**config.mk**
```make
export PLATFORM = sky130hd
export DESIGN_NAME = mem_arbiter
export DESIGN_NICKNAME = d
export VERILOG_FILES = /design/src/rtl/mem_arbiter_pkg.sv /design/src/rtl/mem_align_check.sv /design/src/rtl/mem_arbiter.sv
export SDC_FILE = /design/constraint.sdc
export NUM_CORES = 1
export LEC_CHECK = 0
export ABC_AREA = 1
export CAP_MARGIN = 10
export CORE_UTILIZATION = 48
export CTS_CLUSTER_DIAMETER = 50
export DETAILED_ROUTE_END_ITERATION = 12
export DONT_BUFFER_PORTS = 1
export SYNTH_ARGS = -nofsm -noshare
export SYNTH_HDL_FRONTEND = slang
export SYNTH_HIERARCHICAL = 1
export SYNTH_SLANG_ARGS = --single-unit
export TNS_END_PERCENT = 50
```
**constraint.sdc**
```tcl
create_clock -name clk_i -period 5.96 [get_ports clk_i]
set_input_delay 0.894 -clock clk_i [delete_from_list [all_inputs] [get_ports clk_i]]
set_output_delay 0.894 -clock clk_i [all_outputs]
set_load 0.01 [all_outputs]
```
**src/rtl/mem_arbiter_pkg.sv**
```systemverilog
// Shared types for the instruction-fetch / load-store memory arbiter.
package mem_arbiter_pkg;

   typedef enum logic [1:0] {
      BYTE      = 2'd0,
      HALF_WORD = 2'd1,
      WORD      = 2'd2
   } ram_size_e;

   typedef enum logic {
      OWNER_IFETCH = 1'b0,
      OWNER_LSU    = 1'b1
   } arb_owner_e;

   function automatic logic [2:0] size_bytes(ram_size_e size);
      case (size)
         BYTE:      return 3'd1;
         HALF_WORD: return 3'd2;
         default:   return 3'd4;
      endcase
   endfunction

endpackage

```
**src/rtl/mem_align_check.sv**
```systemverilog
// Combinational alignment and address-range check for one memory requester.
module mem_align_check
   import mem_arbiter_pkg::*;
#(
   parameter int unsigned MEM_SIZE = 4096
) (
   input  logic [31:0] addr_i,
   input  ram_size_e   size_i,
   output logic        err_o
);

   // 34-bit arithmetic so addresses near 2^32 cannot wrap past the limit
   localparam logic [33:0] LIMIT = 34'(MEM_SIZE) * 34'd4;

   logic [33:0] last_byte;
   logic        misaligned;

   always_comb begin
      last_byte  = {2'b00, addr_i} + {31'd0, size_bytes(size_i)} - 34'd1;
      misaligned = 1'b0;
      case (size_i)
         BYTE:      misaligned = 1'b0;
         HALF_WORD: misaligned = addr_i[0];
         default:   misaligned = |addr_i[1:0];
      endcase
      err_o = misaligned | (last_byte >= LIMIT);
   end

endmodule

```
**src/rtl/mem_arbiter.sv**
```systemverilog
// Two-way round-robin arbiter between instruction fetch and LSU onto a single
// combinational-read memory port, with fixed one-cycle response latency.
module mem_arbiter
   import mem_arbiter_pkg::*;
#(
   parameter int unsigned MEM_SIZE = 4096
) (
   input  logic        clk_i,
   input  logic        rst_ni,

   input  logic        ifetch_req_i,
   input  logic [31:0] ifetch_addr_i,
   output logic        ifetch_gnt_o,
   output logic        ifetch_rvalid_o,
   output logic        ifetch_err_o,
   output logic [31:0] ifetch_rdata_o,

   input  logic        lsu_req_i,
   input  logic        lsu_we_i,
   input  logic        lsu_unsigned_i,
   input  logic [31:0] lsu_addr_i,
   input  logic [31:0] lsu_wdata_i,
   input  ram_size_e   lsu_size_i,
   output logic        lsu_gnt_o,
   output logic        lsu_rvalid_o,
   output logic        lsu_err_o,
   output logic [31:0] lsu_rdata_o,

   output logic [31:0] ram_addr_o,
   output logic [31:0] ram_wdata_o,
   output ram_size_e   ram_size_o,
   output logic        ram_unsigned_o,
   output logic        ram_we_o,
   input  logic [31:0] ram_rdata_i
);

   arb_owner_e  last_owner_q, last_owner_d;
   logic        if_rvalid_q, if_rvalid_d;
   logic        if_err_q, if_err_d;
   logic [31:0] if_rdata_q, if_rdata_d;
   logic        lsu_rvalid_q, lsu_rvalid_d;
   logic        lsu_err_q, lsu_err_d;
   logic [31:0] lsu_rdata_q, lsu_rdata_d;

   logic        if_gnt, lsu_gnt;
   logic        if_addr_err, lsu_addr_err;

   mem_align_check #(.MEM_SIZE(MEM_SIZE)) u_ifetch_check (
      .addr_i (ifetch_addr_i),
      .size_i (WORD),
      .err_o  (if_addr_err)
   );

   mem_align_check #(.MEM_SIZE(MEM_SIZE)) u_lsu_check (
      .addr_i (lsu_addr_i),
      .size_i (lsu_size_i),
      .err_o  (lsu_addr_err)
   );

   always_comb begin
      if_gnt  = 1'b0;
      lsu_gnt = 1'b0;
      if (rst_ni) begin
         if (ifetch_req_i && (!lsu_req_i || last_owner_q == OWNER_LSU)) begin
            if_gnt = 1'b1;
         end else if (lsu_req_i) begin
            lsu_gnt = 1'b1;
         end
      end
   end

   always_comb begin
      ram_addr_o     = '0;
      ram_wdata_o    = '0;
      ram_size_o     = WORD;
      ram_unsigned_o = 1'b0;
      ram_we_o       = 1'b0;
      if (if_gnt) begin
         ram_addr_o = ifetch_addr_i;
      end else if (lsu_gnt) begin
         ram_addr_o     = lsu_addr_i;
         ram_wdata_o    = lsu_wdata_i;
         ram_size_o     = lsu_size_i;
         ram_unsigned_o = lsu_unsigned_i;
         ram_we_o       = lsu_we_i & ~lsu_addr_err;
      end
   end

   always_comb begin
      last_owner_d = last_owner_q;
      if (if_gnt) begin
         last_owner_d = OWNER_IFETCH;
      end else if (lsu_gnt) begin
         last_owner_d = OWNER_LSU;
      end

      if_rvalid_d = if_gnt;
      if_err_d    = if_gnt ? if_addr_err : if_err_q;
      if_rdata_d  = if_rdata_q;
      if (if_gnt) begin
         if_rdata_d = if_addr_err ? '0 : ram_rdata_i;
      end

      lsu_rvalid_d = lsu_gnt;
      lsu_err_d    = lsu_gnt ? lsu_addr_err : lsu_err_q;
      lsu_rdata_d  = lsu_rdata_q;
      if (lsu_gnt) begin
         lsu_rdata_d = (lsu_addr_err || lsu_we_i) ? '0 : ram_rdata_i;
      end
   end

   always_ff @(posedge clk_i) begin
      if (!rst_ni) begin
         last_owner_q <= OWNER_LSU;
         if_rvalid_q  <= 1'b0;
         if_err_q     <= 1'b0;
         if_rdata_q   <= '0;
         lsu_rvalid_q <= 1'b0;
         lsu_err_q    <= 1'b0;
         lsu_rdata_q  <= '0;
      end else begin
         last_owner_q <= last_owner_d;
         if_rvalid_q  <= if_rvalid_d;
         if_err_q     <= if_err_d;
         if_rdata_q   <= if_rdata_d;
         lsu_rvalid_q <= lsu_rvalid_d;
         lsu_err_q    <= lsu_err_d;
         lsu_rdata_q  <= lsu_rdata_d;
      end
   end

   // A response already in flight when reset asserts is suppressed, not delivered
   assign ifetch_gnt_o    = if_gnt;
   assign ifetch_rvalid_o = if_rvalid_q & rst_ni;
   assign ifetch_err_o    = if_err_q;
   assign ifetch_rdata_o  = if_rdata_q;
   assign lsu_gnt_o       = lsu_gnt;
   assign lsu_rvalid_o    = lsu_rvalid_q & rst_ni;
   assign lsu_err_o       = lsu_err_q;
   assign lsu_rdata_o     = lsu_rdata_q;

endmodule

```
Yosys cells after proc, flatten, opt, wreduce, memory -nomap -nowiden:

Index checks and enable logic that the tools add are counted.

* output and inout port bits: 138
* word-level logic and storage cells: 49
* register bits: 69

* multiplexer cells: 21
* reduce and logical (&&, ||, !) cells: 8
* bitwise gates (word level): 6
* order comparisons: 2
* $add $sub $neg: 4
* equal/unequal tests: 1

Operators with widths (number)
* 2-to-1 mux 32 bit: 6
* greater-or-equal comparator 34 x 15 -> 1 bit, second input constant: 2
* subtractor 34 x 1 -> 34 bit, second input constant: 2
* adder 32 x 3 -> 33 bit: 1
* adder 32 x 3 -> 33 bit, second input constant: 1
* 2-to-1 mux 1 bit: 11
* case mux 3 bit (2 select lines): 1
* 2-to-1 mux 2 bit: 2
* OR reduction 2 bit: 2
* bitwise AND 1 bit: 3
* == test 2 x 1 -> 1 bit, second input constant: 1
* zero test 2 bit: 1
* logical OR 1 bit: 2
* bitwise OR 1 bit: 2
* case mux 1 bit (2 select lines): 1
* nonzero test 2 bit: 1
* logical AND 1 bit: 1
* zero test 1 bit: 1
* NOT 1 bit: 1

Longest topological paths before layout:

* word-level depth: 10
* depth in mapped cells: 26

Modules after synthesis:

The synthesis kept the hierarchy.

Modules (own cells, without submodules)
* mem_align_check: instances 2, cells each 585, area each 2721.4 µm²
* mem_arbiter: instances 1, cells each 532, area each 3379.5 µm²

Worst setup path before layout:

No wires, ideal clock.

* kind: input -> output
* start point: input port lsu_size_i[1]
* end point: output port ram_we_o
* cell stages on the path: 21
* arrival time: 3114 ps
* data required time: 5066 ps
* slack: 1952 ps
* buffers on the path: 0
* path through: inv_1 nand2_1 ha_1 inv_1 ha_1 fa_1 nand3_1 nand3_1 nand2_1 nand2_1 nand2_2 nand2_2 nand2_1 nand2_1 nand2_1 nand2_1 nor2_1 nand2_1 nor2_1 nand3_1 nor3_1

* cells in the longest elaborated chain, start to end: 10

Ends and longest elaborated chain
* from (decl): line mem_arbiter.sv:23 `input ram_size_e lsu_size_i,`
* == test 2 x 1 -> 1 bit or zero test 2 bit (tied branches): line mem_arbiter_pkg.sv:16, mem_align_check.sv:21
* case mux 3 bit (2 select lines): line mem_arbiter_pkg.sv:16 `case (size)`
* adder 32 x 3 -> 33 bit: line mem_align_check.sv:19 `last_byte = {2'b00, addr_i} + {31'd0, size_bytes(size_i)} - 34'd1;`
* subtractor 34 x 1 -> 34 bit: line mem_align_check.sv:19
* greater-or-equal comparator 34 x 15 -> 1 bit: line mem_align_check.sv:26 `err_o = misaligned | (last_byte >= LIMIT);`
* bitwise OR 1 bit *: line mem_align_check.sv:26
* via lsu_addr_err: line mem_arbiter.sv:46 `logic if_addr_err, lsu_addr_err;`
* NOT 1 bit *: line mem_arbiter.sv:85 `ram_we_o = lsu_we_i & ~lsu_addr_err;`
* bitwise AND 1 bit *: line mem_arbiter.sv:85
* 2-to-1 mux 1 bit *: line mem_arbiter.sv:80 `end else if (lsu_gnt) begin`
* 2-to-1 mux 1 bit *: line mem_arbiter.sv:78 `if (if_gnt) begin`
* to (decl): line mem_arbiter.sv:33 `output logic ram_we_o,`

The timed path passes the listed nets; every way through them passes the cells marked *.

Final worst setup path:

Same ends and word-level chain as after synthesis.

==> impl_metrics.env <==
export IMPL_outcome="finished clean"
export IMPL_crit_path_max_fanout=4
export IMPL_period_minus_slack_ns=4.46
export IMPL_synth_area_top_cells="nand2_1 30%, inv_1 16%, dfxtp_1 16%, ha_1 9.9%, nor2_1 6.2%"
export IMPL_synthFlopType="dfxtp_1"
export IMPL_yosysTopAreaCell="nand2_1"
export IMPL_vias=9716
export IMPL_required_ns=5.07
export IMPL_max_slew_margin=0.240
export IMPL_fill_cells=1999
export IMPL_holdWs_ns=0.496
export IMPL_yosysTopAreaCellShare=0.295
export IMPL_first_iter_violations=724
export IMPL_synth_most_common_cell="nand2_1"
export IMPL_p_leak_uw=0.00571
export IMPL_grt_overflow=0
export IMPL_ctsHoldBuffers=0
export IMPL_post_cts_buffers=0
export IMPL_ir_drop_uv=170
export IMPL_viasPerCell=5.08
export IMPL_path_class="in -> out"
export IMPL_drc=0
export IMPL_dp_hpwl_um=23100
export IMPL_worstSetupStartpointType="input pin"
export IMPL_wl_per_cell_um=14.7
export IMPL_die_width_um=138
export IMPL_synth_common_cells="694 x nand2_1, 373 x inv_1, 145 x nor2_1"
export IMPL_grt_pass1_vias=8725
export IMPL_rsz0062_at_grt="false"
export IMPL_cts_buffers=9
export IMPL_final_antenna_net_count=0
export IMPL_antenna_found_initial=0
export IMPL_clk_latency_ns=0.33
export IMPL_cts_tree="built"
export IMPL_htreeDepth=3
export IMPL_slew_violations=0
export IMPL_hold_class="reg -> reg"
export IMPL_portBuffers=0
export IMPL_seq_area_frac_synth=0.157
export IMPL_tns_ns=0
export IMPL_critPathArrivalTime_ns=3.57
export IMPL_layout_drive_gt1_share=0.0404
export IMPL_firstDrtPassIters=5
export IMPL_clock_path_buffers=2
export IMPL_rows=49
export IMPL_synthArstFlopShare=0
export IMPL_cap_violations=0
export IMPL_place_congestion=0.886
export IMPL_grt_usage=0.294
export IMPL_synth_seq_cells=69
export IMPL_syn_area_sq_um=8820
export IMPL_start_util=0.491
export IMPL_skew_ns=0.00315
export IMPL_syn_area_per_cell_sq_um=5.18
export IMPL_n_antenna_cell=0
export IMPL_boundaryPins=274
export IMPL_power_density_nw_per_um2=166
export IMPL_core_area_sq_um=18000
export IMPL_grt_first_pass_wirelength_um=43600
export IMPL_die_area_sq_um=18900
export IMPL_syn_inst=1702
export IMPL_grt_max_degree=42
export IMPL_timing_fmax_mhz=224
export IMPL_synthDistinctLibCells=34
export IMPL_fin_crit_sh=0.748
export IMPL_layout_nets=1888
export IMPL_finalHoldViolations=0
export IMPL_area_delta_synth_final_pct=4.33
export IMPL_wirelength_um=28100
export IMPL_worst_slew_pin_slew_ns=1.14
export IMPL_cts_root_buf="clkbuf_16"
export IMPL_setup_violations=0
export IMPL_synth_edff_count=0
export IMPL_chipHeight_um=138
export IMPL_path_clk_slew_ns=0.05
export IMPL_cts_sinks=69
export IMPL_yosysWarnings=6
export IMPL_cts_resized=0
export IMPL_end_kind="output pin"
## path summary, 6_finish.rpt
kind / startpoint / slack (ns) / to / depth (start not counted)
worst min-delay path: lsu_rdata_o[14] / 0.50 / lsu_rdata_o[14] / 2
worst max register to register: last_owner_q / 3.24 / lsu_err_o / 5
worst max-delay path: lsu_size_i[1] / 1.50 / ram_we_o / 19
worst min register to register: lsu_rdata_o[14] / 0.50 / lsu_rdata_o[14] / 2
## through the flow
| stage | total power, uW | util | setup WS [ns] | instances | cell area, sq um |
|---|---|---|---|---|---|
| after floorplan | 941 | - | 1.95 | 1705 | 8830 |
| after global placement | 1050 | 0.498 | 1.56 | 1898 | 8940 |
| after detailed placement | 1050 | 0.498 | 1.55 | 1898 | 8940 |
| after CTS | 1520 | 0.512 | 1.53 | 1913 | 9200 |
| after global routing | 1640 | 0.512 | 1.20 | 1913 | 9200 |
| final | 1520 | 0.512 | 1.50 | 1913 | 9200 |
## cell type report
type / count / area [sq um] / share of cell area
clock inverter: 2 / 10.0 / 0.00109
multi-input combinational: 1212 / 5810 / 0.631
clock buffer: 13 / 250 / 0.0272
timing repair buffer: 3 / 22.5 / 0.00245
sequential: 69 / 1380 / 0.150
tap: 229 / 287 / 0.0311
inverter: 385 / 1450 / 0.157
## state kept, by name, indices dropped and copies added (netlist names)
name	cells
lsu_err_o	1
lsu_rvalid_q	1
ifetch_err_o	1
if_rvalid_q	1
lsu_rdata_o	32
last_owner_q	1
ifetch_rdata_o	32
## logic make-up after synthesis
group | count (synthesis) | synth area share
adder cells (fa/ha/maj) | 72 | 0.104
AND/OR/NAND/NOR | 1046 | 0.498
buffers and inverters | 424 | 0.187
flip-flops | 69 | 0.157
AO/OA/AOI/OAI | 89 | 0.0543
other | 2 | 0.000851
## layout by cell type, fill, tap and decap left out, drive strengths merged, types with 4 or more instances in the layout
| master | n |
|---|---|
| or2 | 7 |
| nand3 | 71 |
| and2 | 4 |
| a21oi | 72 |
| nor2 | 159 |
| nor3 | 13 |
| nand3b | 8 |
| o21bai | 4 |
| clkinv | 4 |
| nand4 | 68 |
| nand2 | 712 |
| clkbuf | 13 |
| o21ai | 8 |
| conb | 5 |
| ha | 70 |
| inv | 383 |
| dfxtp | 69 |
## routing by layer
metal / vias to the layer above / part of all wire / track usage
met5: - / 0 / 0
met4: 0 / 0.035 / 0.100
met3: 69 / 0.068 / 0.0563
met2: 312 / 0.46 / 0.491
met1: 4261 / 0.44 / 0.377
li1: 5074 / - / -
## critical path, stage by stage
cell	delay [ns]
inv_1	0.05
nand2_1	0.05
ha_1	0.27
inv_1	0.04
ha_1	0.22
fa_1	0.41
nand3_1	0.10
nand3_1	0.13
nand2_1	0.09
nand2_1	0.10
nand2_1	0.10
nand3b_1	0.08
nand2_1	0.08
nand3_1	0.06
nor2_1	0.09
nand2_1	0.06
nor2_1	0.12
nand3_1	0.23
nor3_1	0.40
## report_power, final
part	internal (uW)	leakage, uW	switching (uW)
Sequential	466	0.000557	4.69
Combinational	182	0.00502	397
Clock	289	0.000129	185
Total	938	0.00571	587
Power figures use the tool's default switching activity.
